===== config.mk =====
export PLATFORM = sky130hd
export DESIGN_NAME = rr_sel_arbiter
export DESIGN_NICKNAME = d
export VERILOG_FILES = /design/src/rtl/rr_sel_arbiter.sv
export SDC_FILE = /design/constraint.sdc
export NUM_CORES = 1
export LEC_CHECK = 0
export ABC_AREA = 1
export CAP_MARGIN = 40
export CORE_MARGIN = 3
export CORE_UTILIZATION = 60
export DETAILED_ROUTE_END_ITERATION = 12
export PLACE_DENSITY = 0.91
export REMOVE_ABC_BUFFERS = 1
export SLEW_MARGIN = 20
export SYNTH_ARGS = -nofsm -noshare
export SYNTH_HDL_FRONTEND = slang
export SYNTH_SLANG_ARGS = --single-unit

===== constraint.sdc =====
create_clock -name clk_i -period 6.6 [get_ports clk_i]
set_clock_uncertainty 0.1 [all_clocks]
set_input_delay 1.32 -clock clk_i [delete_from_list [all_inputs] [get_ports clk_i]]
set_output_delay 1.32 -clock clk_i [all_outputs]
set_load 0.01 [all_outputs]

===== src/rtl/rr_sel_arbiter.sv =====
// Round-robin 5-port output arbiter with registered one-hot grant, mux select and
// packet-length guard that forces a release after MAX_PKT_LEN flits.
module rr_sel_arbiter #(
  parameter int unsigned MAX_PKT_LEN = 16
) (
  input  logic       clk_i,
  input  logic       rst_n_i,
  input  logic [4:0] req_i,
  input  logic       tail_i,
  input  logic       ready_i,
  output logic [2:0] sel_o,
  output logic [4:0] grant_o,
  output logic       valid_o,
  output logic       err_o
);

  localparam int unsigned CNT_W = $clog2(MAX_PKT_LEN + 1);

  typedef enum logic {IDLE, BUSY} state_t;

  state_t           state_q, state_d;
  logic [2:0]       ptr_q, ptr_d;
  logic [CNT_W-1:0] cnt_q, cnt_d, cnt_inc;
  logic [2:0]       sel_d, ptr_rel, arb_ptr;
  logic [4:0]       grant_d;
  logic             valid_d, err_d, do_arb;
  logic [3:0]       pick;

  // Returns {found, index} of the first requester scanning from ptr, wrapping 4->0.
  function automatic logic [3:0] rr_pick(input logic [4:0] req, input logic [2:0] ptr);
    logic [3:0]  r;
    int unsigned idx;
    logic [2:0]  idx3;
    r = {1'b0, 3'b111};
    for (int unsigned i = 0; i < 5; i++) begin
      idx  = (32'(ptr) + i) % 5;
      idx3 = 3'(idx);
      if (!r[3] && req[idx3]) r = {1'b1, idx3};
    end
    return r;
  endfunction

  always_comb begin
    state_d = state_q;
    ptr_d   = ptr_q;
    cnt_d   = cnt_q;
    sel_d   = sel_o;
    grant_d = grant_o;
    valid_d = valid_o;
    err_d   = 1'b0;
    cnt_inc = cnt_q + CNT_W'(1);
    ptr_rel = (sel_o == 3'd4) ? 3'd0 : sel_o + 3'd1;
    arb_ptr = ptr_q;
    do_arb  = 1'b0;
    pick    = '0;

    case (state_q)
      IDLE: do_arb = 1'b1;
      BUSY: begin
        if (ready_i) begin
          if (tail_i || cnt_inc == CNT_W'(MAX_PKT_LEN)) begin
            ptr_d   = ptr_rel;
            arb_ptr = ptr_rel;
            err_d   = !tail_i;
            do_arb  = 1'b1;
          end else begin
            cnt_d = cnt_inc;
          end
        end
      end
      default: state_d = IDLE;
    endcase

    // Release and re-arbitration share one cycle so back-to-back grants have no gap.
    if (do_arb) begin
      pick  = rr_pick(req_i, arb_ptr);
      cnt_d = '0;
      if (pick[3]) begin
        state_d = BUSY;
        sel_d   = pick[2:0];
        grant_d = 5'd1 << pick[2:0];
        valid_d = 1'b1;
      end else begin
        state_d = IDLE;
        sel_d   = 3'b111;
        grant_d = '0;
        valid_d = 1'b0;
      end
    end
  end

  always_ff @(posedge clk_i) begin
    if (!rst_n_i) begin
      state_q <= IDLE;
      ptr_q   <= '0;
      cnt_q   <= '0;
      sel_o   <= 3'b111;
      grant_o <= '0;
      valid_o <= 1'b0;
      err_o   <= 1'b0;
    end else begin
      state_q <= state_d;
      ptr_q   <= ptr_d;
      cnt_q   <= cnt_d;
      sel_o   <= sel_d;
      grant_o <= grant_d;
      valid_o <= valid_d;
      err_o   <= err_d;
    end
  end

endmodule


-- Word-level counts from Yosys, hierarchy flattened
Index checks and enable logic that the tools add are counted.
Widths: inputs -> output; s select.
- input port bits: 9
- flip-flop bits (word level): 18
- output and inout bits: 10
- logic and storage cells: 71
- $lt $le $gt $ge: 5
- reductions and logical operators: 13
- equality and inequality tests: 2
- div/mod/pow operators: 5
- add/subtract/negate cells: 6
- multiplexer cells: 30
- shifts and indexed selects: 1
- bitwise operators: 3
- operators with widths (operator ; number):
    $mod 32x3->32 const B ; 4
    $mux 4 ; 10
    $mod 3x3->32 const B ; 1
    $lt 3x4->1 const B ; 5
    $bmux 1 s3 ; 5
    $mux 3 ; 5
    $add 3x2->4 const B ; 2
    $mux 1 ; 8
    $add 5x1->5 const B ; 1
    $eq 5x5->1 const B ; 1
    $logic_not 1->1 ; 5
    $mux 5 ; 1
    $shl 1x3->5 const A ; 1
    $add 3x1->4 const B ; 1
    $add 3x3->4 const B ; 1
    $logic_and 1x1->1 ; 4
    $reduce_and 4->1 ; 1
    $add 3x1->3 const B ; 1
    $eq 3x3->1 const B ; 1
    $not 1->1 ; 3
    $reduce_and 3->1 ; 1
    $pmux 1 s2 ; 1
    $reduce_or 2->1 ; 1
    $logic_or 1x1->1 ; 1

-- Depth between registers and ports, before layout
- depth after elaboration: 29
- depth in mapped cells: 38
- gate-level depth less buffers: 37

-- Least setup slack after synthesis
OpenSTA, ideal clock, no wires.
- path kind: input port to flip-flop
- from: input ready_i
- to: register grant_o[4]
- cell stages on the path: 33
- required time: 6387 ps
- data arrival time: 4736 ps
- library setup time: 113 ps
- slack: 1651 ps
- buffers on the path: 1
- cells stage by stage: nand2_1 inv_1 nand2_4 nand2_4 nand2_4 buf_6 inv_1 ha_1 inv_1 ha_1 inv_1 ha_1 nor2_1 nand2_1 nand2_2 xor2_2 ha_1 inv_1 or2_2 nand2_4 nand2_4 nand2_1 nand3_1 nand3_1 nand2_2 nand2_2 nand2_2 inv_2 nand4_1 nand2_1 inv_2 nand3_1 nand2_1
- word-level cells in the longest chain between the ends: 25
- elaborated cells between the ends (all ways): 43
- classes of those cells: add/sub (4); div (5); shift (1); mux (25); reduce/logical (8)
- ends and longest elaborated chain (item ; line ; source):
    from (decl) ; 10 ; input logic ready_i,
    parallel branches: the longest is 25 deep, another holds $mod 32x3->32 ; n/a ;
    to (signal assigned) ; 106 ; grant_o <= grant_d;
    to (decl) ; 12 ; output logic [4:0] grant_o,
Parallel ways; which one is timed is not known. The select of a mux whose other input is x is not followed.
A chain may end at the register's enable or synchronous reset.

-- Final worst setup path
Ends and elaborated chain as after synthesis.

==> metrics <==
WP data arrival 5.71 ns; Max Slew Vio Count 0; crit end category flip-flop; initial antenna violation count 0; Hold-fix buffers, CTS 0; vias in the first global route 2,040; row cnt 21; reg2reg start cnt_q[0]; pwr/cell area 372 nW/um2; root buffer cell clkbuf_8; htree depth 1; TritonCTS Buffers 3; post-layout min period 5.66 ns; Worst R2R Setup Slack 1.68 ns; synthesis warning total 0; endpoints failing hold 0; predominant post-synthesis flop cell dfxtp_1; maxcap violations 0; drt wl/cell 12.3 um; dpl cell area 2480 um2; clock transition at the registers of the reported paths 0.07 ns; die area 4570 um2; sw frac 54.2%; syn avg cell area 6.59 um2; # clock sinks 18; post-synthesis cell count 345; vias per inst 5.45; proportion of layout cells with a drive suffix above 1 19.2%; Die Y 67.6 um; GR Util All Layers 23.9%; worst stage delay on the critical path 0.49 ns; clock buffer depth 2; Placer Congestion 0.916; Die Wd 67.6 um; worst reg2reg path depth 35; Worst slew margin 58.8%; Fin Setup TNS 0 ns; # nets final 397; n_diodes 0; Synth cell types 34; worst-case hold slack 0.355 ns; Cell Int Power 0.000433 W; Critical Path RT 6.65 ns; IO Port Bufs 18; drt initial violations 118; Clk Latency, worst-skew pair 0.25 ns; status finished, final reports clean; GRT overflow 0; Switch Pwr 0.000511 W; DP HPWL 4120 um; commonest cells after routing, fill and taps aside nand2_1 (82), nand3_1 (54), inv_1 (49); top-area cell type share of the netlist area 15.8%; Mapped Area 2270 um2; vias post-DR 2,236; synthesized flop and latch total 18; EDFF count, synth 0; part of the power in registers 15.9%; Hold Crit Class reg -> reg; Worst setup SP type input pin; post-CTS setup buffers 0; largest net degree at the start of global routing 13; sequential area share after synthesis 15.8%; Hold EP grant_o[1]; CP Max Fanout 11; TritonCTS clock tree yes; WS Path Type in -> reg; DRT Pass-1 Iters 4; fin crit share 85.8%; FFs w/ async S/R, synth 0%; Filler cells 285; Fmax 177 MHz; # DRC 0; CP max stage cell clkdlybuf4s50_1; Worst Tran Pin Value 0.611 ns; Hold Crit Depth 2; RSZ-0062 raised after global routing no; Initial Utilization 65.1%; endpoints failing setup 0; ranking of synthesized cells by area dfxtp_1 (16%), nand2_1 (14%), ha_1 (13%); commonest non-fill, non-tap cell in the layout nand2_1; io pins 19; hold_sp grant_o[1]; Yosys top cell by area dfxtp_1; count of antenna-violating nets left after detailed routing 0; r2r endpoint grant_o[4]; Worst IR Drop VDD 0.176 mV; static leakage 1.29 nW; first-pass GRT wire length 8390 um; core area 3490 um2; Comb power frac 74.7%; P&R area growth vs syn 11.7%; clock network fraction of total power 9.4%; final instance area 2540 um2; WL final 5030 um; Post-CTS Resized 0
## kinds of logic after synthesis
logic type / Yosys count / share of synthesized area [%]
AND/OR/NAND/NOR: 216 / 51.6
AO/OA/AOI/OAI: 23 / 6.60
flip-flops: 18 / 15.8
buffers and inverters: 60 / 10.7
adder cells (fa/ha/maj): 23 / 12.7
XOR/XNOR: 5 / 2.59
## synthesized netlist by cell type (3+ instances only)
master	n
o21ai_1	3
nand3_2	9
dfxtp_1	18
nand4_1	10
ha_1	23
o21ai_0	3
nand3_1	54
inv_1	49
nand2_2	21
nor2_1	16
nand2_1	82
inv_2	7
nand2_4	15
a21oi_1	6
## state kept, by name (all words and copies together) (netlist names)
register	count
sel_o	3
err_o	1
state_q	1
grant_o	5
ptr_q	3
cnt_q	5
## critical path, delay by kind of cell
kind | cells | cell delay, ns
buffers and inverters | 8 | 1.18
AND/OR/NAND/NOR | 20 | 2.14
XOR/XNOR | 1 | 0.19
adder cells (fa/ha/maj) | 4 | 0.88
## routing by layer
layer / track usage [%] / up-vias / routed length, um
li1: - / 1159 / -
met1: 27.7 / 1008 / 2250
met2: 43.0 / 53 / 2440
met3: 2.83 / 16 / 167
met4: 11.1 / 0 / 180
met5: 0 / - / 0
## final cells by class
cell class / instances / area [um2] / share of cell area (%)
Inverter: 57 / 216 / 8.52
Sequential cell: 18 / 360 / 14.2
Timing Repair Buffer: 18 / 180 / 7.09
Multi-Input combinational cell: 267 / 1670 / 65.8
Clock buffer: 4 / 55.1 / 2.17
Tap cell: 46 / 57.6 / 2.27
## through the flow
step | setup slack, ns | utilization, % | cells | power, W
final | 0.936 | 72.7 | 410 | 0.000944
after global routing | 0.551 | 72.7 | 410 | 0.00104
after CTS | 1.01 | 72.7 | 410 | 0.000939
after detailed placement | 0.756 | 71.1 | 406 | 0.000847
after global placement | 0.905 | 71.1 | 406 | 0.000824
after floorplan | 1.72 | - | 342 | 0.000694
## worst max path at each step
stage	start	endpoint	depth (start not counted)
global route	ready_i	grant_o[4]	33
finish	ready_i	grant_o[4]	33
floorplan	ready_i	grant_o[4]	32
global placement	ready_i	grant_o[2]	33
CTS	ready_i	grant_o[4]	33
detailed placement	ready_i	grant_o[4]	33
## power groups by stage
stage | clock network, W | registers, W | logic, W
2_1_floorplan | 0 | 0.000159 | 0.000535
3_3_place_gp | 0 | 0.000151 | 0.000673
3_5_place_dp | 0 | 0.000152 | 0.000696
4_1_cts | 0.0000899 | 0.000149 | 0.000700
5_1_grt | 0.0000954 | 0.000152 | 0.000794
6_report | 0.0000891 | 0.000150 | 0.000705
(Power assumes the default switching activity.)
